===== config.mk =====
export PLATFORM = sky130hd
export DESIGN_NAME = audio_mem_scheduler
export DESIGN_NICKNAME = d
export VERILOG_FILES = /design/src/rtl/audio_mem_scheduler.sv
export SDC_FILE = /design/constraint.sdc
export NUM_CORES = 1
export LEC_CHECK = 0
export ABC_CLOCK_PERIOD_IN_PS = 2100
export CAP_MARGIN = 10
export CORE_MARGIN = 4
export CORE_UTILIZATION = 41
export CTS_CLUSTER_DIAMETER = 40
export DETAILED_ROUTE_END_ITERATION = 8
export GPL_ROUTABILITY_DRIVEN = 0
export PLACE_DENSITY = 0.76
export SLEW_MARGIN = 30
export SYNTH_ARGS = -nofsm -noshare
export SYNTH_HDL_FRONTEND = slang
export SYNTH_SLANG_ARGS = --single-unit

===== constraint.sdc =====
create_clock -name clk -period 2.1 [get_ports clk]
set_clock_uncertainty 0.2 [all_clocks]
set_input_delay 0.21 -clock clk [delete_from_list [all_inputs] [get_ports clk]]
set_output_delay 0.21 -clock clk [all_outputs]
set_load 0.01 [all_outputs]

===== src/rtl/audio_mem_scheduler.sv =====
// Record/playback sequencer and single-port arbiter for the shared audio BRAM.
// Owns mode FSM, BRAM address/we/din generation, recorded length and read pipeline.
module audio_mem_scheduler #(
    parameter int ADDR_W = 10,
    parameter int DATA_W = 32,
    parameter int DEPTH  = 1024
) (
    input  logic              clk,
    input  logic              reset,
    input  logic              rec_btn,
    input  logic              play_btn,
    input  logic              wr_req,
    input  logic [DATA_W-1:0] wr_data,
    output logic              wr_ack,
    input  logic              rd_req,
    output logic              rd_ack,
    output logic [DATA_W-1:0] rd_data,
    output logic [ADDR_W-1:0] bram_addr,
    output logic [3:0]        bram_we,
    output logic [DATA_W-1:0] bram_din,
    input  logic [DATA_W-1:0] bram_dout,
    output logic              recording,
    output logic              playing,
    output logic              mem_full,
    output logic [ADDR_W:0]   rec_len
);

    typedef enum logic [1:0] {IDLE, REC, PLAY, DRAIN} state_t;

    localparam logic [ADDR_W:0] DEPTH_L = (ADDR_W+1)'(DEPTH);

    state_t            state, next_state;
    logic              rec_q, play_q, rec_edge, play_edge;
    logic [ADDR_W-1:0] wr_ptr, rd_ptr;
    logic [ADDR_W:0]   len_q;
    logic              wr_blank, rd_done;
    logic [1:0]        vld_pipe;
    logic              wr_accept, rd_accept, rd_busy, rd_last;

    // A read stays outstanding from accept through its ack cycle.
    assign rd_busy   = (|vld_pipe) | rd_ack;
    assign wr_accept = (state == REC) && wr_req && !wr_ack && !wr_blank && (len_q < DEPTH_L);
    assign rd_accept = (state == PLAY) && rd_req && !rd_busy && !rd_done;
    assign rd_last   = vld_pipe[1] && rd_done;

    always_ff @(posedge clk) begin
        if (reset) state <= IDLE;
        else       state <= next_state;
    end

    always_comb begin
        next_state = state;
        unique case (state)
            IDLE: begin
                if (rec_edge)                           next_state = REC;
                else if (play_edge && len_q != '0)      next_state = PLAY;
            end
            REC: begin
                if (rec_edge || (wr_accept && len_q == DEPTH_L - 1'b1)) next_state = IDLE;
            end
            PLAY: begin
                if (rd_last)        next_state = IDLE;
                else if (play_edge) next_state = DRAIN;
            end
            DRAIN: begin
                if (vld_pipe == '0) next_state = IDLE;
            end
            default: next_state = IDLE;
        endcase
    end

    always_comb begin
        recording = (state == REC);
        playing   = (state == PLAY);
        mem_full  = (len_q == DEPTH_L);
        rec_len   = len_q;
    end

    always_ff @(posedge clk) begin
        if (reset) begin
            rec_q     <= 1'b0;
            play_q    <= 1'b0;
            rec_edge  <= 1'b0;
            play_edge <= 1'b0;
            wr_ptr    <= '0;
            rd_ptr    <= '0;
            len_q     <= '0;
            wr_blank  <= 1'b0;
            rd_done   <= 1'b0;
            vld_pipe  <= '0;
            wr_ack    <= 1'b0;
            rd_ack    <= 1'b0;
            rd_data   <= '0;
            bram_addr <= '0;
            bram_we   <= 4'h0;
            bram_din  <= '0;
        end else begin
            rec_q     <= rec_btn;
            play_q    <= play_btn;
            rec_edge  <= rec_btn & ~rec_q;
            play_edge <= play_btn & ~play_q;

            wr_ack   <= wr_accept;
            wr_blank <= wr_ack;
            bram_we  <= wr_accept ? 4'hF : 4'h0;

            // Read pipe: addr issue -> BRAM latency -> capture with ack.
            vld_pipe <= {vld_pipe[0], rd_accept};
            rd_ack   <= vld_pipe[1];
            if (vld_pipe[1]) rd_data <= bram_dout;

            if (wr_accept) begin
                bram_addr <= wr_ptr;
                bram_din  <= wr_data;
                wr_ptr    <= wr_ptr + 1'b1;
                len_q     <= len_q + 1'b1;
            end else if (rd_accept) begin
                bram_addr <= rd_ptr;
                rd_ptr    <= rd_ptr + 1'b1;
                // Pointer may wrap at full depth, so remember the last issue explicitly.
                if ({1'b0, rd_ptr} == len_q - 1'b1) rd_done <= 1'b1;
            end

            if (state == IDLE && next_state == REC) begin
                wr_ptr <= '0;
                len_q  <= '0;
            end
            if (state == IDLE && next_state == PLAY) begin
                rd_ptr  <= '0;
                rd_done <= 1'b0;
            end
        end
    end

endmodule


==> impl_metrics.ini, run 1 <==
[synthesis]
synth-seq-cells = 117
synth_commonest_cells = dfxtp_1 (117), nand2_1 (97), nor2_1 (60)
ys_types = 50
post-synth-top-count-cell = dfxtp_1
synthFlopType = dfxtp_1
ys_seq_area_share_pct = 48.78
synth_fp_nets = 618
synth_top_area_cell = dfxtp_1
syn_area_per_cell_sq_um = 8.827
synth_edf_count = 0
synth.area.top_cells = dfxtp_1 (49%), nand2_1 (7.6%), mux2i_1 (6.7%)
async_flop_share_pct = 0
netlist_area_sq_um = 4802
ys_warn_count = 0
syn-instance-count = 544
synth_top_area_share_pct = 48.78

[drt]
drc = 0
postRouteAntennaNets = 0
drtIter0Drc = 232
routed-via-count = 4589
wl_per_cell_um = 15.88
finalWirelength_um = 13970
dr.pass1.iters = 5
vias_per_cell = 5.215

[sta]
maxSlewViolCount = 0
finalSetupTns_ps = -19.83
finalCritPeriodShare_pct = 100.9
worst_slack_ps = -19.83
finalSetupViolations = 1
fmax_mhz = 471.7
slew_headroom_pct = 62.63
tightest_slew_ps = 560.5
finalCriticalPeriod_ps = 2120
hold_violations = 0
rsz0062_at_grt = yes

[grt]
grt-ovfl-total = 0
grt.total_usage_pct = 20.55
grt_antenna_before_repair = 0
grt_pass1_vias = 4569
grt_max_degree = 55
grt_pass1_wl_um = 21650

[setup_path]
worstSetupStartpointType = flip-flop
required_ps = 1690
cp_max_fo = 2
cp.arrival_ps = 1710
path_class = reg -> out
end_kind = primary output

[clock_tree]
cts_buffers = 17
clk_pin_slew_ps = 50
cts_tree = yes
clock_path_buffers = 2
clk-insertion-delay-late_ps = 410
tritoncts_num_sinks = 117
root_buffer = clkbuf_16
htree_num_levels = 4

[pwr]
peakVddDrop_v = 0.0006493
power_leakage_nw = 2.702
powerDensity_nw_per_um2 = 744.7
p_total_mw = 5.504

[placed_design]
placed_cell_area_sq_um = 6695
io_buffer_count = 163
post-dp-hpwl_um = 9867

[cells_and_area]
fillers = 931
drive_above_1_share_pct = 12.48
nNetsFinal = 799
stdcell_area_sq_um = 7391
antennaDiodeCount = 0
area_delta_synth_final_pct = 53.91
finish.utilization_pct = 64.73

[floorplanning]
ioPinCount = 164
core_sq_um = 11420
chipWidth_um = 116.2
die_y_um = 116.2
floorplan.initialDensity_pct = 42.06
num_rows = 39
die_area_sq_um = 13510

[job]
drv_cap = 0

[status]
status = finished with violations
violations = negative setup slack

[hold_path]
worst_hold_path_type = in -> reg
[power by group]
part	switching, mW	leakage (nW)	internal, mW
Clock	0.942	0.285	1.90
Combinational	0.164	1.47	0.226
Sequential	0.0205	0.948	2.26
[critical path: stages, from the launching register on]
cell and delay (ps):
dfxtp_2 320, inv_2 70, ha_4 140, nor3b_4 200, nand2_2 110, nor4b_4 290, buf_2 180
[per-stage QoR]
stage | std cells | hold slack (ps) | setup WS (ps)
after floorplan | 544 | 89.12 | 9.727
after detailed placement | 842 | 182.8 | -101.4
after global placement | 842 | 171.6 | -18.68
after CTS | 877 | 131.9 | -40.76
after global routing | 880 | 146.7 | -90.44
final | 880 | 147.8 | -19.83
[repair_timing]
action	CTS	global route
hold buffers	1	0
hold endpoints to repair	1	0
buffers inserted	3	3
setup endpoints to repair	3	14
resized for setup	14	8
pin swaps	2	4
[cells in the final DEF, fill, tap and decap left out, types with 2 or more instances in the layout]
master,instances
a21oi_1,57
a22oi_1,9
a31oi_1,2
and3_1,6
buf_12,2
buf_2,2
buf_4,36
bufinv_16,2
clkbuf_1,6
clkbuf_16,17
clkbuf_8,5
clkdlybuf4s50_1,160
dfxtp_1,111
dfxtp_2,6
ha_1,3
inv_1,5
inv_2,2
mux2i_1,32
nand2_1,96
nand2b_1,2
nand3_1,7
nand4_1,11
nor2_1,59
nor2_4,2
nor2b_1,7
nor3_1,6
nor4_4,2
nor4b_4,2
o211ai_1,2
o21ai_0,8
o2bb2ai_1,2
or3_1,8
xnor2_1,13
xor2_1,19
[cells by family (layout without fill, tap and decap cells)]
logic type | count (synthesis) | in the layout | synth area share, %
simple gates | 224 | 224 | 22.51
flops | 117 | 117 | 48.78
compound gates | 87 | 87 | 10.34
buf+inv | 47 | 240 | 4.638
xor+xnor | 33 | 33 | 6.019
mux | 32 | 32 | 6.670
fa+ha+maj | 4 | 4 | 1.042
[layer usage]
layer  GRT usage (%)  vias up  wire [um]  share of wire [%]
met4           9.745        0        383                2.7
li1                -     2204          -                  -
met1           22.17     2151       5380                 39
met5               0        -          0                  0
met2           34.82      191       6944                 50
met3           8.653       43       1265                9.1
[state kept, by name (all words and copies together) (netlist names)]
name,flops
state,2
bram_we,1
play_edge,1
bram_din,32
rec_q,1
rec_edge,1
rd_ack,1
bram_addr,10
rd_data,32
wr_blank,1
wr_ptr,10
vld_pipe,2
rd_done,1
play_q,1
rec_len,11
rd_ptr,10
[final cells by class]
type	instances	area (sq um)	area share [%]
clock buffer	28	516.7	6.992
timing repair buffer	202	1944	26.31
inverter	7	26.28	0.3555
sequential	117	2350	31.79
multi-input combinational	380	2310	31.25
clock inverter	3	65.06	0.8803
tap	143	178.9	2.421
[path summary, 6_finish.rpt]
kind / slack (ps) / endpoint / start / cells after the start
max: -20 / mem_full / rec_len[1] / 6
min: 150 / bram_din[10] / wr_data[10] / 3
max reg2reg: 40 / rd_done / rec_len[2] / 6
min reg2reg: 180 / play_edge / play_q / 1
Power figures use the tool's default switching activity.
==> inputs of run 2 (changes only) <==
--- a/config.mk
+++ b/config.mk
@@ -6,7 +6,6 @@
 export NUM_CORES = 1
 export LEC_CHECK = 0
 export ABC_CLOCK_PERIOD_IN_PS = 2100
-export CAP_MARGIN = 10
 export CORE_MARGIN = 4
 export CORE_UTILIZATION = 41
 export CTS_CLUSTER_DIAMETER = 40
==> results of run 2 <==
Same layout as run 1: the final DEF is identical, and so are final timing and power.
